--- config.mk ---
export PLATFORM = sky130hd
export DESIGN_NAME = user_regs_axil
export DESIGN_NICKNAME = d
export VERILOG_FILES = /design/src/rtl/user_regs_axil.sv
export SDC_FILE = /design/constraint.sdc
export NUM_CORES = 1
export LEC_CHECK = 0
export CORE_MARGIN = 5
export CORE_UTILIZATION = 40
export CTS_CLUSTER_DIAMETER = 100
export DETAILED_ROUTE_END_ITERATION = 10
export GPL_TIMING_DRIVEN = 0
export PLACE_DENSITY = 0.65
export SYNTH_ARGS = -nofsm -noshare
export SYNTH_HDL_FRONTEND = slang
export SYNTH_SLANG_ARGS = --single-unit
--- constraint.sdc ---
create_clock -name clk -period 5.38 [get_ports clk]
set_input_delay 1.614 -clock clk [delete_from_list [all_inputs] [get_ports clk]]
set_output_delay 1.614 -clock clk [all_outputs]
set_load 0.01 [all_outputs]
--- src/rtl/user_regs_axil.sv ---
// AXI4-Lite user register block: ID, LED, SCRATCH, free-running CYCLES.
// Optional HB_DIV heartbeat on led[3] when USER_REGS_HEARTBEAT_EN is defined.
module user_regs_axil #(
  parameter logic [31:0] ID_VALUE = 32'hA7C1_0001
) (
  input  logic        clk,
  input  logic        reset,
  input  logic [5:0]  s_axi_awaddr,
  input  logic        s_axi_awvalid,
  output logic        s_axi_awready,
  input  logic [31:0] s_axi_wdata,
  input  logic [3:0]  s_axi_wstrb,
  input  logic        s_axi_wvalid,
  output logic        s_axi_wready,
  output logic [1:0]  s_axi_bresp,
  output logic        s_axi_bvalid,
  input  logic        s_axi_bready,
  input  logic [5:0]  s_axi_araddr,
  input  logic        s_axi_arvalid,
  output logic        s_axi_arready,
  output logic [31:0] s_axi_rdata,
  output logic [1:0]  s_axi_rresp,
  output logic        s_axi_rvalid,
  input  logic        s_axi_rready,
  output logic [3:0]  led
);

  localparam logic [3:0] IDX_ID  = 4'd0;
  localparam logic [3:0] IDX_LED = 4'd1;
  localparam logic [3:0] IDX_SCR = 4'd2;
  localparam logic [3:0] IDX_CYC = 4'd3;
  localparam logic [3:0] IDX_HB  = 4'd4;

  localparam logic [1:0] OKAY   = 2'b00;
  localparam logic [1:0] SLVERR = 2'b10;

  logic        up;
  logic        aw_held;
  logic        w_held;
  logic [3:0]  aw_idx;
  logic [31:0] wdata_q;
  logic [3:0]  wstrb_q;
  logic [3:0]  led_q;
  logic [31:0] scratch;
  logic [31:0] cycles;

  logic        aw_hs;
  logic        w_hs;
  logic        ar_hs;
  logic        commit;
  logic        wr_err;
  logic        rd_err;
  logic [31:0] rd_data;
  logic        unused_ok;

`ifdef USER_REGS_HEARTBEAT_EN
  logic [31:0] hb_div;
  logic [31:0] hb_cnt;
  logic        hb_led;
`endif

  function automatic logic [31:0] merge(
    input logic [31:0] old,
    input logic [31:0] din,
    input logic [3:0]  strb
  );
    logic [31:0] res;
    for (int i = 0; i < 4; i++)
      res[8*i +: 8] = strb[i] ? din[8*i +: 8] : old[8*i +: 8];
    return res;
  endfunction

  // readies stay low until the first edge after reset releases
  assign s_axi_awready = up & ~aw_held & ~s_axi_bvalid;
  assign s_axi_wready  = up & ~w_held & ~s_axi_bvalid;
  assign s_axi_arready = up & ~s_axi_rvalid;

  assign aw_hs  = s_axi_awvalid & s_axi_awready;
  assign w_hs   = s_axi_wvalid & s_axi_wready;
  assign ar_hs  = s_axi_arvalid & s_axi_arready;
  assign commit = aw_held & w_held;

  assign unused_ok = ^{s_axi_awaddr[1:0], s_axi_araddr[1:0]};

  always_comb begin
    wr_err = 1'b0;
    case (aw_idx)
      IDX_ID, IDX_LED, IDX_SCR, IDX_CYC: wr_err = 1'b0;
`ifdef USER_REGS_HEARTBEAT_EN
      IDX_HB: wr_err = 1'b0;
`endif
      default: wr_err = 1'b1;
    endcase
  end

  always_comb begin
    rd_data = 32'h0;
    rd_err  = 1'b0;
    case (s_axi_araddr[5:2])
      IDX_ID:  rd_data = ID_VALUE;
      IDX_LED: rd_data = {28'h0, led_q};
      IDX_SCR: rd_data = scratch;
      IDX_CYC: rd_data = cycles;
`ifdef USER_REGS_HEARTBEAT_EN
      IDX_HB:  rd_data = hb_div;
`endif
      default: rd_err = 1'b1;
    endcase
  end

  always_ff @(posedge clk or posedge reset) begin
    if (reset) begin
      up           <= 1'b0;
      aw_held      <= 1'b0;
      w_held       <= 1'b0;
      aw_idx       <= 4'h0;
      wdata_q      <= 32'h0;
      wstrb_q      <= 4'h0;
      led_q        <= 4'h0;
      scratch      <= 32'h0;
      cycles       <= 32'h0;
      s_axi_bvalid <= 1'b0;
      s_axi_bresp  <= OKAY;
      s_axi_rvalid <= 1'b0;
      s_axi_rresp  <= OKAY;
      s_axi_rdata  <= 32'h0;
`ifdef USER_REGS_HEARTBEAT_EN
      hb_div       <= 32'h0;
`endif
    end else begin
      up     <= 1'b1;
      cycles <= cycles + 32'd1;

      if (aw_hs) begin
        aw_held <= 1'b1;
        aw_idx  <= s_axi_awaddr[5:2];
      end
      if (w_hs) begin
        w_held  <= 1'b1;
        wdata_q <= s_axi_wdata;
        wstrb_q <= s_axi_wstrb;
      end

      if (s_axi_bvalid && s_axi_bready)
        s_axi_bvalid <= 1'b0;

      if (commit) begin
        aw_held      <= 1'b0;
        w_held       <= 1'b0;
        s_axi_bvalid <= 1'b1;
        s_axi_bresp  <= wr_err ? SLVERR : OKAY;
        case (aw_idx)
          IDX_LED: if (wstrb_q[0]) led_q <= wdata_q[3:0];
          IDX_SCR: scratch <= merge(scratch, wdata_q, wstrb_q);
`ifdef USER_REGS_HEARTBEAT_EN
          IDX_HB:  hb_div <= merge(hb_div, wdata_q, wstrb_q);
`endif
          default: ;
        endcase
      end

      // read mux sees pre-write state in a commit cycle
      if (ar_hs) begin
        s_axi_rvalid <= 1'b1;
        s_axi_rdata  <= rd_data;
        s_axi_rresp  <= rd_err ? SLVERR : OKAY;
      end else if (s_axi_rvalid && s_axi_rready) begin
        s_axi_rvalid <= 1'b0;
      end
    end
  end

`ifdef USER_REGS_HEARTBEAT_EN
  always_ff @(posedge clk or posedge reset) begin
    if (reset) begin
      hb_cnt <= 32'h0;
      hb_led <= 1'b0;
    end else if (hb_div == 32'h0) begin
      hb_cnt <= 32'h0;
      hb_led <= 1'b0;
    end else if (hb_cnt >= hb_div) begin
      hb_cnt <= 32'h0;
      hb_led <= ~hb_led;
    end else begin
      hb_cnt <= hb_cnt + 32'd1;
    end
  end

  assign led = {(hb_div != 32'h0) ? hb_led : led_q[3], led_q[2:0]};
`else
  assign led = led_q;
`endif

endmodule

==> results of run 1 <==
metal layers:
metal,GRT usage [%],vias to the layer above,share of wire (%),wire [um]
li1,-,1926,-,-
met1,21.0,2049,46,6250
met2,25.2,85,47,6340
met3,5.97,19,5.8,781
met4,5.09,0,1.5,205
met5,0,-,0,0
path summary, 6_finish.rpt:
path                       cells after the start               to       startpoint  slack (ns)
setup / recovery                               3    s_axi_awready     s_axi_bvalid        2.09
hold / removal                                 1  s_axi_rdata[23]  s_axi_rdata[23]        0.48
setup reg to reg                               5   s_axi_rdata[0]               up        3.40
hold reg to reg                                1  s_axi_rdata[23]  s_axi_rdata[23]        0.48
max in group asynchronous                      3      wdata_q[21]            reset        2.99
min in group asynchronous                      2       scratch[3]            reset        1.71
worst max-delay path: stages, from the launching register on:
cell and delay (ns):
dfrtp_1 0.40, nand2b_1 0.17, nor2_1 0.13, clkdlybuf4s50_1 0.56
sequential cells by signal, summed over array words and instances, names as in the netlist:
signal and count:
cycles 32, s_axi_rdata 32, scratch 32, wdata_q 32, aw_idx 4, led 4
wstrb_q 4, aw_held 1, s_axi_bresp 1, s_axi_bvalid 1, s_axi_rresp 1, s_axi_rvalid 1
up 1, w_held 1
cell usage after synthesis, types with 2 or more instances:
| master | instances |
|---|---|
| nand4b_1 | 2 |
| mux2_2 | 77 |
| xor2_1 | 6 |
| nand2_2 | 4 |
| nor2b_1 | 4 |
| nand2b_1 | 2 |
| buf_4 | 5 |
| clkbuf_1 | 12 |
| nor3_1 | 3 |
| and4_1 | 2 |
| and3_1 | 4 |
| and2_1 | 3 |
| nor4_4 | 2 |
| nand3_1 | 16 |
| or2_2 | 2 |
| a22oi_1 | 23 |
| buf_2 | 3 |
| o21ai_0 | 24 |
| a2111oi_0 | 7 |
| nor2_1 | 16 |
| a21o_1 | 10 |
| dfrtp_1 | 147 |
| mux2_1 | 2 |
| o21ai_1 | 3 |
| nand2_1 | 45 |
| xnor2_1 | 24 |
| inv_1 | 8 |
| nand4_1 | 9 |
| conb_1 | 2 |
report_power, final:
group / internal (uW) / switching (uW)
clock network: 644 / 455
registers: 1330 / 136
logic: 305 / 185
total: 2280 / 777
final cells by class:
cell class	instances	area share, %
Buffer	21	1.28
Clock buffer	19	5.60
Clock inverter	13	1.42
Inverter	8	0.427
Multi-Input combinational cell	303	29.2
Sequential cell	147	46.5
Tap cell	188	2.98
Timing Repair Buffer	96	12.5
metrics by stage:
stage | cells | worst slack (ns) | power (uW) | hold slack (ns)
global route | 795 | 1.96 | 3200 | 0.505
global placement | 760 | 0.720 | 1950 | 0.463
floorplan | 479 | 1.92 | 1770 | 0.446
detailed placement | 763 | 1.82 | 1980 | 0.466
CTS | 795 | 2.06 | 3090 | 0.480
finish | 795 | 2.09 | 3060 | 0.477
cell usage in the layout, fill, tap and decap left out, types with 4 or more instances in the layout:
cell type / instances
a2111oi_0: 7
mux2_2: 77
buf_4: 5
clkbuf_16: 17
clkinv_2: 4
nand2_1: 45
a21o_1: 10
nand2_2: 4
clkinvlp_4: 7
xor2_1: 6
o21ai_0: 24
nand3_1: 16
nor2b_1: 4
clkbuf_1: 13
dfrtp_1: 147
xnor2_1: 24
nand4_1: 9
clkdlybuf4s50_1: 93
and3_1: 4
a22oi_1: 23
inv_1: 7
nor2_1: 16
logic make-up (layout without fill, tap and decap cells):
| kind of cell | after synthesis | after routing | synth area share (%) |
|---|---|---|---|
| xor+xnor | 30 | 30 | 4.30 |
| simple gates | 119 | 119 | 10.7 |
| other cells | 2 | 3 | 0.123 |
| fa+ha+maj | 1 | 1 | 0.205 |
| mux | 80 | 80 | 14.7 |
| compound gates | 70 | 70 | 7.65 |
| buf+inv | 29 | 157 | 2.15 |
| flops | 147 | 147 | 60.2 |
==> impl_metrics.ini, run 1 <==
[finish]
fill_cells = 1352
utilization_pct = 52.4
multi_input_comb_area_sq_mm = 0.00231
antenna_cells = 0
syn2layout_area_growth_pct = 29.3
final_cell_area_sq_mm = 0.00790
final_nets = 650
regArea_sq_mm = 0.00368
drive_above_1_share_pct = 21.9

[sta]
finalCriticalPeriod_ns = 3.29
max_freq_mhz = 304
timing.final.crit_share_pct = 61.2
setup_viol = 0
tns_ns = 0
rsz0062_at_grt = no
maxSlewViolCount = 0
hold_viol = 0
fin_skew_ns = 0.0100
relSlewSlack_pct = 43.5
tightest_slew_ns = 0.845

[synth]
yosys_warnings = 0
synth.yosys.seq_area_share_pct = 60.2
async_flop_share_pct = 100
ys_ff_latch = 147
synth_area_per_cell_sq_um = 12.8
synth-edff-count = 0
syn_area_sq_mm = 0.00611
synthDistinctLibCells = 40
yosys.area.top_type = dfrtp_1
syn_inst = 478
synth_area_leaders = dfrtp_1 (60%), mux2_2 (14%), xnor2_1 (3.4%), a22oi_1 (2.8%), nand2_1 (2.8%)
yosys.area.top_type_share_pct = 60.2
synth_flop_cell = dfrtp_1

[job]
drv_cap = 0

[power]
p_per_area_mw_per_mm2 = 387
ir_drop_uv = 229
p_leak_uw = 0.00350

[clock_network]
clk_path_buf_depth = 2
cts_tree = built
cts_buffers = 17
cts.sink_count = 147
clkTransAtPathRegs_ns = 0.06
cts_setup_buffers = 0
cts_hold_buf = 0
post_cts_resized = 0
insertion_delay_ns = 0.42
root_buffer = clkbuf_16
htree_levels = 4

[grt]
grt_max_degree = 43
grt_usage_pct = 16.1
antenna_found_initial = 0
grt_pass1_wl_um = 22800
grt_pass1_vias = 4387
grt.overflow.total = 0

[floorplanning]
die_w_um = 134
dieHeight_um = 134
num_io_pins = 100
coreArea_sq_mm = 0.0151
fp-row-count = 45
start_util_pct = 40.5
die_area_sq_mm = 0.0179

[detailed_routing]
dr.pass1.iters = 5
vias = 4079
viasPerCell = 5.13
wire_per_inst_um = 17.1
drc = 0
ant_nets = 0
drt-initial-drc-count = 193
drt_wl_total_um = 13600

[critical_path]
critPathKind = register to output port
worst_setup_path_end_kind = output port
required_ns = 3.77
critical_path.max_fanout = 3
worstPathArrival_ns = 1.68
cp-start-kind = register

[placed_design]
place_area_sq_mm = 0.00735
portBuffers = 93
hpwlAfterDp_um = 9760
gp_congestion = 0.797

[min_path]
hp-class = register to register

[run_status]
status = complete, no violations
Power figures use the tool's default switching activity.
==> inputs of run 2 (changes only) <==
- PLACE_DENSITY: 0.65 -> not set
- clock period: 5.38 -> 3.19 ns (I/O delays scaled with it)
==> impl_metrics.ini, run 2 (synthesized netlist as in run 1, its figures left out) <==
[critical_path]
r2r_cells = 5
cp-start-kind = register
critPathKind = register to output port
worstPathArrival_ns = 1.64
worst_setup_path_end_kind = output port
r2r-end = s_axi_rdata[0]
r2r-start = up
reg2reg_setup_slack_ns = 1.28
crit_start = s_axi_bvalid
critical_path.max_fanout = 3
required_ns = 2.23

[finish]
syn2layout_area_growth_pct = 28.1
mostFrequentLayoutCell = dfrtp_1
final_cell_area_sq_mm = 0.00783
fin_cells = 791
antenna_cells = 0
final_nets = 650
final_cell_mix = dfrtp_1 (147), clkdlybuf4s50_1 (93), mux2_2 (77), nand2_1 (45)
drive_above_1_share_pct = 20.1

[sta]
fin_skew_ns = 0.00640
max_freq_mhz = 385
timing.final.crit_share_pct = 81.5
setup_viol = 0
tns_ns = 0
hold_viol = 0
timing.hold.ws_ns = 0.477
finalCriticalPeriod_ns = 2.60
relSlewSlack_pct = 56.1
tightest_slew_ns = 0.653
rsz0062_at_grt = no
maxSlewViolCount = 0

[job]
drv_cap = 0

[power]
p_per_area_mw_per_mm2 = 635
p_leak_uw = 0.00348
ir_drop_uv = 328

[grt]
gr-usage-met1_pct = 20.6
grt.overflow.total = 0
use_met2_pct = 25.3
globalRouteMet3Util_pct = 5.74
grt_pass1_vias = 4281
grt_usage_pct = 16.0
grt_max_degree = 44
antenna_found_initial = 0
grt_pass1_wl_um = 22300
gr-max-usage-layer = met2

[placed_design]
hpwlAfterDp_um = 9720
portBuffers = 93
gp_congestion = 0.788
placedCellCount = 763
place_area_sq_mm = 0.00735

[clock_network]
clk_path_buf_depth = 2
cts_tree = built
cts_hold_buf = 0
cts.sink_count = 147
insertion_delay_ns = 0.42
post_cts_resized = 0
clkTransAtPathRegs_ns = 0.05
cts_buffers = 17
htree_levels = 4
root_buffer = clkbuf_16
cts_setup_buffers = 0

[floorplanning]
coreArea_sq_mm = 0.0151
start_util_pct = 40.5
dieHeight_um = 134
die_area_sq_mm = 0.0179
die_w_um = 134
fp-row-count = 45
num_io_pins = 100

[detailed_routing]
drc = 0
drt-initial-drc-count = 237
dr.pass1.iters = 4
ant_nets = 0
wire_per_inst_um = 17.1
vias = 4082
drt_wl_total_um = 13500
viasPerCell = 5.16

[min_path]
hp-start = s_axi_rdata[23]
min_path_cells = 1
min_to = s_axi_rdata[23]
hp-class = register to register

[run_status]
status = complete, no violations
==> run 2: changes by cell type in the layout (fill, tap and decap cells not counted), sizes merged <==
cell | before | now
clkbuf | 31 | 40
clkinvlp | 7 | 1
bufinv | 1 | 0
clkinv | 6 | 0
==> run 2: worst max-delay path, cell delays in order (launching register included) <==
cell and delay (ns):
dfrtp_1 0.39, nand2b_1 0.17, nor2_1 0.12, clkdlybuf4s50_1 0.55
==> run 2: layout make-up <==
class	count	area (sq um)
fill	1339	7260
sequential	147	3680
multi-input combinational	303	2310
timing repair buffer	96	991
clock buffer	28	487
tap	188	235
buffer	21	101
inverter	8	33.8
==> run 2: how the worst max path moves through the flow <==
stage | endpoint | slack (ns) | depth (start not counted)
2_1_floorplan | aw_held | 0.39 | 1
3_3_place_gp | wdata_q[21] | -0.83 | 2
3_5_place_dp | s_axi_rdata[15] | 0.30 | 7
4_1_cts | s_axi_wready | 0.56 | 3
5_1_grt | s_axi_wready | 0.48 | 3
6_report | s_axi_wready | 0.59 | 3
==> run 2: per-stage QoR <==
stage	util [%]	setup WS, ns	total power (uW)
floorplan	-	0.386	2980
global placement	48.3	-0.829	3300
detailed placement	48.7	0.297	3340
CTS	51.9	0.560	5050
global route	51.9	0.480	5240
finish	51.9	0.591	4980
==> run 2: where the power goes <==
| group | internal (uW) | switching, uW | total [uW] |
|---|---|---|---|
| registers | 2240 | 228 | 2470 |
| logic | 514 | 304 | 818 |
| clock network | 1020 | 668 | 1680 |
==> run 2: metal layers <==
layer,routed length [um],up-vias
met1,6010,2039
met5,0,-
met2,6410,110
met3,918,12
met4,166,0
li1,-,1921
==> inputs of run 3 (changes only) <==
- PLACE_DENSITY: not set -> 0.65
- clock period: 3.19 -> 2.2 ns (I/O delays scaled with it)
==> impl_metrics.ini, run 3 (synthesized netlist as in run 1, its figures left out) <==
[min_path]
hp-class = register to register
min_path_cells = 1
hp-start = s_axi_rdata[23]
min_to = s_axi_rdata[23]

[floorplanning]
num_io_pins = 100
start_util_pct = 40.5
coreArea_sq_mm = 0.0151
fp-row-count = 45
die_area_sq_mm = 0.0179
dieHeight_um = 134
die_w_um = 134

[power]
p_sw_uw = 1900
seqPwrFrac_pct = 48.1
pwr-share-comb_pct = 15.9
ir_drop_uv = 550
p_sw_share_pct = 25.4
internal_power_uw = 5560
p_leak_uw = 0.00353
pwr-share-clk_pct = 36.0
p_per_area_mw_per_mm2 = 944

[placed_design]
hpwlAfterDp_um = 9760
gp_congestion = 0.797
portBuffers = 93

[clock_network]
cts.sink_count = 147
cts_tree = built
root_buffer = clkbuf_16
clk_path_buf_depth = 2
post_cts_resized = 3
cts_setup_buffers = 0
cts_hold_buf = 0
insertion_delay_ns = 0.42
cts_buffers = 17
clkTransAtPathRegs_ns = 0.06
htree_levels = 4

[critical_path]
cp-start-kind = register
critPathKind = register to output port
critical_path.max_fanout = 3
worst_setup_path_end_kind = output port
crit_start = s_axi_bvalid
r2r-start = up
reg2reg_setup_slack_ns = 0.29
worstPathArrival_ns = 1.40
required_ns = 1.54
r2r-end = s_axi_rvalid
r2r_cells = 5

[sta]
rsz0062_at_grt = no
timing.final.crit_share_pct = 93.7
finalCriticalPeriod_ns = 2.06
timing.hold.ws_ns = 0.477
setup_viol = 0
relSlewSlack_pct = 43.4
maxSlewViolCount = 0
fin_skew_ns = 0.00991
tightest_slew_ns = 0.847
hold_viol = 0
max_freq_mhz = 485

[grt]
grt.overflow.total = 0
grt_pass1_wl_um = 22800
grt_max_degree = 43
globalRouteMet3Util_pct = 5.97
grt_pass1_vias = 4387
grt_usage_pct = 16.1
antenna_found_initial = 0
use_met2_pct = 25.2
gr-max-usage-layer = met2
gr-usage-met1_pct = 21.0

[detailed_routing]
drt_wl_total_um = 13600
dr.pass1.iters = 4
viasPerCell = 5.13
drc = 0
vias = 4075
wire_per_inst_um = 17.0
ant_nets = 0
drt-initial-drc-count = 202

[finish]
final_cell_mix = dfrtp_1 (147), clkdlybuf4s50_1 (90), mux2_2 (77), nand2_1 (45)
antenna_cells = 0
syn2layout_area_growth_pct = 29.3
drive_above_1_share_pct = 22.7
mostFrequentLayoutCell = dfrtp_1
utilization_pct = 52.4
final_nets = 650

[job]
drv_cap = 0

[run_status]
status = complete, no violations
run 3: power by group through the flow:
stage                     clock network (uW)  logic [uW]  registers, uW
after floorplan                            0         775           3550
after global placement                     0        1160           3610
after detailed placement                   0        1220           3630
after CTS                               2740        1210           3590
after global routing                    2850        1310           3650
final                                   2690        1190           3580
run 3: worst max path at each step:
stage | end | slack (ns) | cells after the start
final | s_axi_awready | 0.14 | 3
after global routing | s_axi_wready | 0.02 | 3
after CTS | s_axi_rdata[20] | 0.02 | 7
after detailed placement | s_axi_rdata[20] | -0.41 | 7
after global placement | wdata_q[21] | -1.51 | 2
after floorplan | aw_held | -0.31 | 1
run 3: critical path, cell delays in order (launching register included):
cell and delay, ns:
dfrtp_1 0.40, nand2b_1 0.17, nor2_1 0.13, dlygate4sd2_1 0.29
run 3: cell type report:
cell class	count	area (sq um)
multi-input combinational	303	2310
sequential	147	3680
fill	1352	7180
buffer	21	108
inverter	8	33.8
clock buffer	19	443
clock inverter	13	113
tap	188	235
timing repair buffer	96	987
run 3: metal layers:
layer / share of wire, % / vias up / routed length (um)
li1: - / 1925 / -
met1: 45 / 2038 / 6150
met2: 47 / 94 / 6360
met3: 6.3 / 18 / 848
met4: 1.5 / 0 / 200
met5: 0 / - / 0
run 3: stage by stage:
stage | std cells | TNS [ns] | power (uW) | setup WS, ns | area [sq um]
global route | 795 | 0 | 7820 | 0.0150 | 7910
floorplan | 479 | -45.13 | 4330 | -0.307 | 6120
detailed placement | 763 | -10.62 | 4840 | -0.411 | 7350
CTS | 795 | 0 | 7540 | 0.0170 | 7900
finish | 795 | 0 | 7460 | 0.138 | 7910
global placement | 760 | -228.75 | 4770 | -1.51 | 7290
